<file path="src/rtl/toggle_event_rx.sv">
// Receive end of a toggle-signalled event link: synchronises the remote toggle line,
// converts each level change into a one-cycle pulse and queues events in a saturating counter.
module toggle_event_rx #(
    parameter int SYNC_STAGES = 2,
    parameter int PEND_W      = 4,
    parameter int CNT_W       = 8
) (
    input  logic              clk,
    input  logic              rst_n,
    input  logic              tog_in,
    output logic              ev_pulse,
    output logic              ev_valid,
    input  logic              ev_ready,
    output logic [PEND_W-1:0] pend_cnt,
    output logic [CNT_W-1:0]  ev_total,
    output logic              overflow,
    input  logic              clr_ovf
);

    localparam logic [PEND_W-1:0] PEND_MAX = '1;

    logic [SYNC_STAGES-1:0] sync_reg;
    logic [SYNC_STAGES-1:0] sync_next;
    logic                   prev_reg;
    logic                   ev_pulse_reg;
    logic [PEND_W-1:0]      pend_reg;
    logic [PEND_W-1:0]      pend_next;
    logic [CNT_W-1:0]       total_reg;
    logic [CNT_W-1:0]       total_next;
    logic                   ovf_reg;
    logic                   ovf_next;
    logic                   detect;
    logic                   dec;
    logic                   set_ovf;

    genvar gi;
    generate
        for (gi = 0; gi < SYNC_STAGES; gi++) begin : g_sync
            if (gi == 0) begin : g_first
                assign sync_next[gi] = tog_in;
            end else begin : g_rest
                assign sync_next[gi] = sync_reg[gi-1];
            end
        end
    endgenerate

    // Any difference between the synchronised level and last cycle's level is one event.
    assign detect   = sync_reg[SYNC_STAGES-1] ^ prev_reg;
    assign ev_valid = (pend_reg != '0);
    assign dec      = ev_valid & ev_ready;

    always_comb begin
        pend_next  = pend_reg;
        set_ovf    = 1'b0;
        total_next = total_reg + CNT_W'(detect);
        if (detect && !dec) begin
            if (pend_reg == PEND_MAX) begin
                set_ovf = 1'b1;
            end else begin
                pend_next = pend_reg + PEND_W'(1);
            end
        end else if (!detect && dec) begin
            pend_next = pend_reg - PEND_W'(1);
        end
        // A drop in the same cycle as a clear keeps the flag set.
        if (set_ovf) begin
            ovf_next = 1'b1;
        end else if (clr_ovf) begin
            ovf_next = 1'b0;
        end else begin
            ovf_next = ovf_reg;
        end
    end

    always_ff @(posedge clk or negedge rst_n) begin
        if (!rst_n) begin
            sync_reg     <= '0;
            prev_reg     <= 1'b0;
            ev_pulse_reg <= 1'b0;
            pend_reg     <= '0;
            total_reg    <= '0;
            ovf_reg      <= 1'b0;
        end else begin
            sync_reg     <= sync_next;
            prev_reg     <= sync_reg[SYNC_STAGES-1];
            ev_pulse_reg <= detect;
            pend_reg     <= pend_next;
            total_reg    <= total_next;
            ovf_reg      <= ovf_next;
        end
    end

    assign ev_pulse = ev_pulse_reg;
    assign pend_cnt = pend_reg;
    assign ev_total = total_reg;
    assign overflow = ovf_reg;

endmodule

</file>
<file path="config.mk">
export PLATFORM = sky130hd
export DESIGN_NAME = toggle_event_rx
export DESIGN_NICKNAME = d
export VERILOG_FILES = /design/src/rtl/toggle_event_rx.sv
export SDC_FILE = /design/constraint.sdc
export NUM_CORES = 1
export LEC_CHECK = 0
export CORE_UTILIZATION = 45
export CTS_CLUSTER_SIZE = 28
export DETAILED_ROUTE_END_ITERATION = 16
export GPL_TIMING_DRIVEN = 0
export PLACE_DENSITY = 0.79
export SKIP_CTS_REPAIR_TIMING = 1
export SYNTH_ARGS = -nofsm -noshare
export SYNTH_HDL_FRONTEND = slang
export SYNTH_SLANG_ARGS = --single-unit
export TNS_END_PERCENT = 10
</file>
<file path="constraint.sdc">
create_clock -name clk -period 2.7 [get_ports clk]
set_clock_uncertainty 0.05 [all_clocks]
set_input_delay 0.27 -clock clk [delete_from_list [all_inputs] [get_ports clk]]
set_output_delay 0.27 -clock clk [all_outputs]
set_load 0.005 [all_outputs]
</file>
* After elaboration in Yosys (flattened, before gate mapping)
Cells that the tools add are included.
** Storage, ports and cells
- Register bits :: 17
- Output and inout bits :: 15
- Input port bits :: 5
** Operators by class
- $add $sub $neg :: 3
- Equal/unequal tests :: 2
- Reduce and logical (&&, ||, !) cells :: 8
- Multiplexer cells :: 7
- Bitwise gates (word level) :: 2
** Operators with widths (number)
- $mux 4 :: 3
- $add 8x1->8 :: 1
- $add 4x1->4 const B :: 1
- $eq 4x4->1 const B :: 1
- $mux 1 :: 4
- $reduce_bool 2->1 :: 2
- $reduce_bool 4->1 :: 1
- $sub 4x1->4 const B :: 1
- $logic_and 1x1->1 :: 2
- $logic_not 1->1 :: 2
- $ne 2x2->1 const B :: 1
- $reduce_and 2->1 :: 1
- $and 1x1->1 :: 1
- $xor 1x1->1 :: 1

* Longest topological paths before layout
Gate-level depths: netlist (run 1).
- Depth in word-level cells :: 6
- Depth in mapped cells :: 7

* Worst setup path before layout (run 1)
No wires, ideal clock.
- Path type :: register -> register
- Start point :: register pend_reg[3], in the netlist pend_cnt[3]
- End point :: register pend_reg[3], in the netlist pend_cnt[3]
- Buffers on the path :: 0
- Path slack :: 638 ps
- Setup time :: 79 ps
- Data arrival time :: 1933 ps
- Stages on the path, launching flop included :: 8
- Cells stage by stage :: dfrtp_1 o41ai_2 nand2_1 ha_1 a21o_1 a21oi_1 mux2i_1 xor2_1
** Between the ends
- Cells in the longest elaborated chain, start to end :: 6
- Elaborated cells between the ends (all ways) :: 14
** RTL lines
- from (decl) :: line 26 : logic [PEND_W-1:0] pend_reg;
- from (signal assigned) :: line 87 : pend_reg <= pend_next;
- $reduce_bool 4->1 :: line 49 : assign ev_valid = (pend_reg != '0);
- $and 1x1->1 :: line 50 : assign dec = ev_valid & ev_ready;
- $logic_not 1->1 :: line 56 : if (detect && !dec) begin
- $logic_and 1x1->1 :: line 56
- $ne 2x2->1 (no source line) or $reduce_bool 2->1 (tied branches)
- $reduce_and 2->1 (no source line)
Several ways; a longest one is shown, not always the timed one. The select of a mux whose other input is x is not followed.
A chain may end at the register's enable or synchronous reset.

* Worst setup path after layout (run 1)
- Start point :: register pend_reg[2], in the netlist pend_cnt[2]
- End point :: register pend_reg[3], in the netlist pend_cnt[3]
Same word-level chain as after synthesis.

==> results of run 1 <==
## cells in the final DEF, fill, tap and decap left out, drive strengths merged, types with 2 or more instances in the layout
cell type       n
dfrtp          17
xor2            6
clkdlybuf4s50  19
mux2            2
nand2           3
xnor2           4
nand3           3
clkbuf          4
ha              4
nand4           2
## metal layers
layer  global-route usage (%)  up-vias  part of all wire [%]
met5                        0        -                     0
met4                    7.500        0                   1.7
met3                    7.759        2                   4.9
met2                    19.69       13                    46
met1                    20.75      221                    47
li1                         -      231                     -
## metrics by stage
stage / setup WS (ps) / cell area [um2]
detailed placement: 469.9 / 935.9
CTS: 428.9 / 962.2
global placement: 461.8 / 935.9
floorplan: 638.2 / 725.7
finish: 428.0 / 962.2
global route: 303.7 / 962.2
## path summary, 6_finish.rpt
kind | from | slack [ps] | cells after the start | endpoint
setup reg to reg | pend_cnt[2]$_DFFE_PN0P_ | 430 | 7 | pend_cnt[3]$_DFFE_PN0P_
setup / recovery | pend_cnt[2]$_DFFE_PN0P_ | 430 | 7 | pend_cnt[3]$_DFFE_PN0P_
hold / removal | sync_reg[0]$_DFF_PN0_ | 300 | 0 | sync_reg[1]$_DFF_PN0_
min in group asynchronous | rst_n | 360 | 1 | ev_total[4]$_DFF_PN0_
hold reg to reg | sync_reg[0]$_DFF_PN0_ | 300 | 0 | sync_reg[1]$_DFF_PN0_
max in group asynchronous | rst_n | 1790 | 1 | sync_reg[0]$_DFF_PN0_
## cell families (layout without fill, tap and decap cells)
group / Yosys count / after routing / synth area share, %
adder cells (fa/ha/maj): 5 / 5 / 9.656
buffers and inverters: 1 / 24 / 0.5167
flip-flops: 17 / 17 / 58.62
AO/OA/AOI/OAI: 4 / 4 / 4.828
XOR/XNOR: 10 / 10 / 12.07
AND/OR/NAND/NOR: 12 / 12 / 9.829
multiplexers: 3 / 3 / 4.483
## power by group through the flow
stage	clock network (mW)	logic, mW	registers, mW
3_5_place_dp	0	0.406	0.463
3_3_place_gp	0	0.391	0.461
4_1_cts	0.135	0.407	0.458
6_report	0.126	0.399	0.457
5_1_grt	0.146	0.444	0.479
2_1_floorplan	0	0.179	0.454
## area by class of cell
cell class | count | area share [%]
timing repair buffer | 19 | 19.77
multi-input combinational | 34 | 30.82
clock buffer | 4 | 2.731
sequential | 17 | 44.21
tap | 16 | 2.081
inverter | 1 | 0.3901
## worst reg2reg max path, cell delays in order, from the launching register on
cell and delay [ps]:
dfrtp_1 460, o41ai_2 410, nand2_1 200, ha_1 310, a21o_1 160, a21oi_1 210
mux2i_1 250, xor2_1 150
==> qor.txt, run 1 <==
Total power -> 981.9 uW
Die Wd -> 42.16 um
Slowest-stage cell, CP -> dfrtp_1
Sequential share of the synthesized area -> 58.62%
Hold Path Class -> reg2reg
YS warnings -> 0
Crit-path max FO -> 6
Cell Pwr Density -> 1020 nW/um2
Layout Cells excl Fill -> 91
Final Net Count -> 86
Syn_nets -> 62
Syn avg cell area -> 13.96 um2
CP delay by family, top -> compound AO/OA/AOI/OAI gates
Final setup fails -> 0
Die Footprint -> 1777 um2
Crit-path max cell delay -> 460 ps
Avg Vias per Cell -> 5.132
Synth area leader -> dfrtp_1
Routed Wire Length -> 1093 um
I/O pin count -> 20
CTS Buf Count -> 3
Post-synth ARST share -> 100.0%
First-pass GRT wire length -> 1869 um
Bufs and invs on worst path -> 0
Most frequent cell after synthesis -> dfrtp_1
Fmax -> 440.1 MHz
CTS sink count -> 17
Max VDD drop -> 0.5311 mV
CP required -> 2860 ps
Remaining DRCs -> 0
# H-tree levels -> 1
Sw Ratio -> 32.71%
Commonest cells post-synth -> dfrtp_1 (17), xor2_1 (6), ha_1 (4), xnor2_1 (4), nand3_1 (3)
Post-route clock period utilization -> 84.15%
Largest net degree at the start of global routing -> 18
Sum Neg Setup Slack -> 0 ps
Core area -> 1506 um2
Grt ovf -> 0
Worst-path cell chain -> o41ai_2 > nand2_1 > ha_1 > a21o_1 > a21oi_1 > mux2i_1 > xor2_1
Slew margin rel. -> 52.41%
WS Path Type -> reg2reg
Routability cong. -> 0.7113
RSZ-0062 raised after global routing -> no
Die Height -> 42.16 um
Clock Power Share -> 12.8%
Post-layout util -> 63.87%
Max-cap violation count -> 0
Seq pwr share -> 46.6%
TritonCTS clock tree -> yes
Layout cells sized above 1 -> 9.333%
DRT Pass-1 Iters -> 2
Vias in the first global route -> 435
Critical path arrival -> 2430 ps
Worst Setup End Kind -> flop
Post-Syn Area -> 725.7 um2
Sw power -> 321.2 uW
Clk Latency, worst-skew pair -> 280 ps
Fin. max-slew vios -> 0
Synth cell types -> 20
Gr usage total -> 15.15%
Worst-path clk slew -> 90 ps
Multi-input logic area -> 296.5 um2
Least-Margin Pin Slew -> 711.6 ps
Critical Path Source Type -> flop
Per-cell routed wire length -> 12.01 um
Synthesis-to-finish area growth -> 32.59%
Combinational fraction of design power -> 40.6%
Clk root buf -> clkbuf_4
Minimum clock period -> 2272 ps
Starting DRT DRC Count -> 2
Cells after Synth -> 52
Pint -> 660.7 uW
Clock Tree Buf Depth -> 2
Initial antenna violation count -> 0
Outcome -> finished, final reports clean
Row Count -> 14
Register area -> 425.4 um2
Post-synth top area share -> 58.62%
IO buf count -> 19
WHS -> 303.6 ps
P_leak -> 0.4242 nW
Starting Density -> 48.17%
Post-route ant nets -> 0
Fillers -> 125
Top post-synthesis cells by area -> dfrtp_1 (59%), xor2_1 (7.2%), ha_1 (6.9%)
Number of synthesized register bits -> 17
Diodes inserted -> 0
Top FF cell, synth -> dfrtp_1
Max reg flops -> 8
Post-synth EDFFs -> 0
Dpl cells -> 87
Via count -> 467
Fin. Hold Viols -> 0
Note: power is estimated with default switching activity, not from simulation.
==> run 2, diff against run 1 <==
==> constraint.sdc (replaced) <==
create_clock -name clk -period 2.3 [get_ports clk]
set_clock_uncertainty 0.05 [all_clocks]
set_input_delay 0.23 -clock clk [delete_from_list [all_inputs] [get_ports clk]]
set_output_delay 0.23 -clock clk [all_outputs]
set_load 0.005 [all_outputs]
==> qor.txt, run 2 (synthesis gave the netlist of run 1 again) <==
Slew margin rel. -> 51.85%
CP required -> 2460 ps
IO buf count -> 19
DRT Pass-1 Iters -> 3
CTS sink count -> 17
R2r startpoint -> pend_cnt[3]$_DFFE_PN0P_
Most frequent cells in the layout -> clkdlybuf4s50_1 (19), dfrtp_1 (16), xor2_1 (6)
Largest net degree at the start of global routing -> 18
Commonest non-fill, non-tap cell in the layout -> clkdlybuf4s50_1
Final Net Count -> 87
Total power -> 1.181 mW
Max VDD drop -> 0.7342 mV
Least-Margin Pin Slew -> 720.0 ps
Grt ovf -> 0
Fin. max-slew vios -> 0
CTS Buf Count -> 3
Max reg flops -> 8
CP delay by family, top -> compound AO/OA/AOI/OAI gates
Hold Path Origin -> sync_reg[0]$_DFF_PN0_
Placed inst area -> 935.9 um2
Clock Tree Buf Depth -> 2
Avg Vias per Cell -> 5.152
Minimum clock period -> 2220 ps
Critical path arrival -> 2380 ps
Synthesis-to-finish area growth -> 35.69%
Slowest-stage cell, CP -> dfrtp_1
Bufs and invs on worst path -> 0
Per-cell routed wire length -> 12.57 um
Fmax -> 450.5 MHz
Cell Pwr Density -> 1199 nW/um2
P_leak -> 0.4329 nW
I/O pin count -> 20
Routed Wire Length -> 1156 um
Post-route cell area -> 984.7 um2
Fin. Hold Viols -> 0
Row Count -> 14
# H-tree levels -> 1
Starting Density -> 48.17%
TritonCTS clock tree -> yes
Clk root buf -> clkbuf_4
Final setup fails -> 0
Sum Neg Setup Slack -> 0 ps
Worst-path clk slew -> 90 ps
Crit path launch -> pend_cnt[3]$_DFFE_PN0P_
Crit-path max FO -> 5
Routability cong. -> 0.7113
Post-route ant nets -> 0
Initial antenna violation count -> 0
Die Height -> 42.16 um
Layout cells sized above 1 -> 13.16%
Gr usage total -> 15.15%
First-pass GRT wire length -> 1869 um
Worst-path cell chain -> o41ai_4 > nand2_2 > ha_1 > a21o_1 > a21oi_1 > mux2i_1 > xor2_1
Die Footprint -> 1777 um2
Outcome -> finished, final reports clean
Critical Path Source Type -> flop
Clk Latency, worst-skew pair -> 280 ps
Vias in the first global route -> 435
Max-cap violation count -> 0
Hold Path Class -> reg2reg
Post-route clock period utilization -> 96.51%
Via count -> 474
Diodes inserted -> 0
Reg2reg setup slack -> 80 ps
Core area -> 1506 um2
Crit-path max cell delay -> 460 ps
WS Path Type -> reg2reg
Worst Setup End Kind -> flop
Die Wd -> 42.16 um
Starting DRT DRC Count -> 3
Remaining DRCs -> 0
==> run 2: routing by layer <==
layer / GRT usage [%] / part of all wire [%]
met5: 0 / 0
met4: 7.500 / 1.2
met3: 7.759 / 5.1
met2: 19.69 / 47
met1: 20.75 / 47
==> run 2: stage by stage <==
step | worst slack [ps] | utilization [%] | cells | hold slack (ps)
2_1_floorplan | 238.2 | - | 52 | -115.6
3_3_place_gp | 61.82 | 62.13 | 87 | 282.8
3_5_place_dp | 69.88 | 62.13 | 87 | 286.2
4_1_cts | 28.85 | 63.87 | 91 | 306.3
5_1_grt | -24.82 | 65.37 | 92 | 310.8
6_report | 80.30 | 65.37 | 92 | 306.1
==> run 2: path summary, 6_finish.rpt <==
| kind | endpoint | cells after the start |
|---|---|---|
| min | sync_reg[1]$_DFF_PN0_ | 0 |
| max reg2reg | pend_cnt[3]$_DFFE_PN0P_ | 7 |
| min in group asynchronous | ev_total[4]$_DFF_PN0_ | 1 |
| max | pend_cnt[3]$_DFFE_PN0P_ | 7 |
| max in group asynchronous | pend_cnt[0]$_DFFE_PN0P_ | 1 |
| min reg2reg | sync_reg[1]$_DFF_PN0_ | 0 |
==> run 2: area by class of cell <==
class | count | area [um2]
Clock buffer | 4 | 26.28
Multi-Input combinational cell | 34 | 310.3
Fill cell | 120 | 521.8
Tap cell | 16 | 20.02
Timing Repair Buffer | 20 | 197.7
Inverter | 1 | 3.754
Sequential cell | 17 | 426.7
==> run 2: worst register-to-register path: stages (launching register included) <==
cell and delay (ps):
dfrtp_1 460, o41ai_4 430, nand2_2 140, ha_1 290
a21o_1 160, a21oi_1 210, mux2i_1 250, xor2_1 150
==> run 2: where the power goes <==
| group | internal [mW] | switching, mW |
|---|---|---|
| registers | 0.404 | 0.150 |
| clock network | 0.0673 | 0.0816 |
| logic | 0.312 | 0.166 |
| total | 0.784 | 0.397 |
==> RTL edit: new RTL, flow settings as in run 2 <==
Reset style: synchronous (`rst_n`), changed in one clocked block.
--- a/src/rtl/toggle_event_rx.sv
+++ b/src/rtl/toggle_event_rx.sv
@@ -74,3 +74,3 @@
 
-    always_ff @(posedge clk or negedge rst_n) begin
+    always_ff @(posedge clk) begin
         if (!rst_n) begin
Behaviour: differs if rst_n is asserted again (counterexample within 4 cycles, from zero or initial values and one cycle with rst_n low); with rst_n held inactive, the same outputs for 10 cycles.
==> RTL edit against run 2 <==
  * Setup slack improved by 99 ps
  * Synthesized area up 9.1%
  * Utilization up 0.83 points
  * Clock power increased by 5%
  * Power fell by 20%
  * Cell area increased by 6.0%
  * Register-to-register slack better by 110 ps
  * Wire length rose by 26%
  * First-iteration DRC count rose by 100%
  * Sequential cell count stayed put
  * The flow now finishes with violations (DRC)
==> RTL edit: results (changes against run 2) <==
[status]
status = finished, violations left
violations = DRC

[detailed_routing]
highest_layer = met3
drtIter0Drc = 6  ; +3
drcViolationCount = 1  ; +1
routed-wl-met2_um = 685  ; +27%
dr.pass1.iters = 12  ; +9
dr_wl_met3_um = 69  ; +17%
m1WireLength_um = 704  ; +30%
routed_wl_um = 1460  ; +26%
vias = 613  ; +29%

[layout]
fin_cells = 118  ; +28%
nFillCells = 123  ; +2.5%
drive_gt1_frac = 0.0980  ; -0.0335
diodes = 0  ; unchanged
largest_register_ffs = 8  ; unchanged

[critical_path]
ff2ff_path_depth = 7  ; unchanged
r2r-end = pend_cnt[3]
reg2reg_slack_ps = 190  ; +110 ps
worstPathMaxFanout = 6  ; +1
crit_family = simple AND/OR/NAND/NOR gates
startpoint = pend_cnt[2]
slowest_stage = or4_2
cp-endpoint = ev_valid
arrival_ps = 1840  ; -540 ps
max_stage_delay_ps = 690  ; +230 ps

[grt]
met3_usage = 0.0667  ; -0.0109
track_usage = 0.170  ; +0.0182
grt_util_met2 = 0.272  ; +0.0748
antenna_found_initial = 0  ; unchanged
grt_max_degree = 11  ; -7
met1_usage = 0.218  ; +0.0101
grt_pass1_wl_um = 2440  ; +30%
grt_pass1_vias = 603  ; +39%

[logic_synthesis]
async_flop_share = 0  ; -1.00
synth_cell_types = 26  ; +30%
synth_warnings = 0  ; unchanged
synth_top_cells_by_count = dfxtp_1, and2_1, nand2_1
synth_nets = 89  ; +44%
syn_inst = 79  ; +52%
ys_seq_area_frac = 0.430  ; -0.157
netlist_top_cells_area = dfxtp_1, and2_1, ha_1

[sta]
finalSetupViolations = 0  ; unchanged
whs_ps = 389  ; +83.1 ps
maxSlewHeadroom = 0.733  ; +0.215

[clocking]
insertion_delay_ps = 290
clk_path_buf_depth = 2  ; unchanged

[pwr]
p_sw_frac = 0.343  ; +0.00703
p_leak_uw = 0.000438  ; +1.2%
ir_drop_mv = 0.485  ; -34%

[placed_design]
dpl.hpwl_um = 1040
gp_congestion = 0.707  ; -0.63%
io_buffers = 19  ; unchanged
place_inst = 114  ; +31%

[hold_path]
hold_depth = 1  ; +1
hold_path.startpoint = sync_reg[0]
min_to = sync_reg[1]

## RTL edit: cell count changes after synthesis, sizes merged, moves of 2 or more
cell and delta:
mux2 -2, nand3 +2, and2 +13, xor2 -2
dfrtp -17, nor2 +2, nand2 +4, and3 +2
dfxtp +17, mux2i +2
## RTL edit: power by group through the flow
| stage | Clock (µW) | Sequential, µW | Combinational (µW) |
|---|---|---|---|
| detailed placement | 0 | 410 | 348 |
| finish | 157 | 404 | 380 |
| global route | 172 | 414 | 427 |
| global placement | 0 | 410 | 331 |
| floorplan | 0 | 402 | 204 |
| CTS | 160 | 403 | 348 |
## RTL edit: final cells by class
cell class              instances  area [µm²]  area share
flip-flops and latches         17         342       0.327
multi-input cells              59         450       0.432
well taps                      16        20.0      0.0192
clock buffers                   4        26.3      0.0252
inverters                       1        3.75     0.00360
repair buffers                 19         190       0.182
plain buffers                   2        11.3      0.0108
## RTL edit: metrics by stage
| stage | TNS [ps] | area (µm²) | utilization | worst slack (ps) |
|---|---|---|---|---|
| final | 0 | 1040 | 0.662 | 180 |
| after global routing | -5.20 | 1040 | 0.662 | -5.20 |
| after CTS | 0 | 1030 | 0.652 | 56.4 |
| after detailed placement | 0 | 1000 | 0.636 | 70.2 |
| after global placement | 0 | 1000 | 0.636 | 114 |
| after floorplan | 0 | 792 | - | 290 |
## RTL edit: cell families after synthesis
kind of cell | synth area share
adders and majority gates | 0.0885
and+or+nand+nor | 0.254
DFF | 0.430
buffers and inverters | 0.0190
AOI/OAI and AO/OA | 0.0822
xor gates and xnor gates | 0.0885
muxes | 0.0379
## RTL edit: worst reg2reg max path: cells and delay by family, from the launching register on
family	cells	cell delay, ps
adder cells (fa/ha/maj)	1	410
AO/OA/AOI/OAI	3	740
AND/OR/NAND/NOR	2	310
multiplexers	1	100
flip-flops	1	390
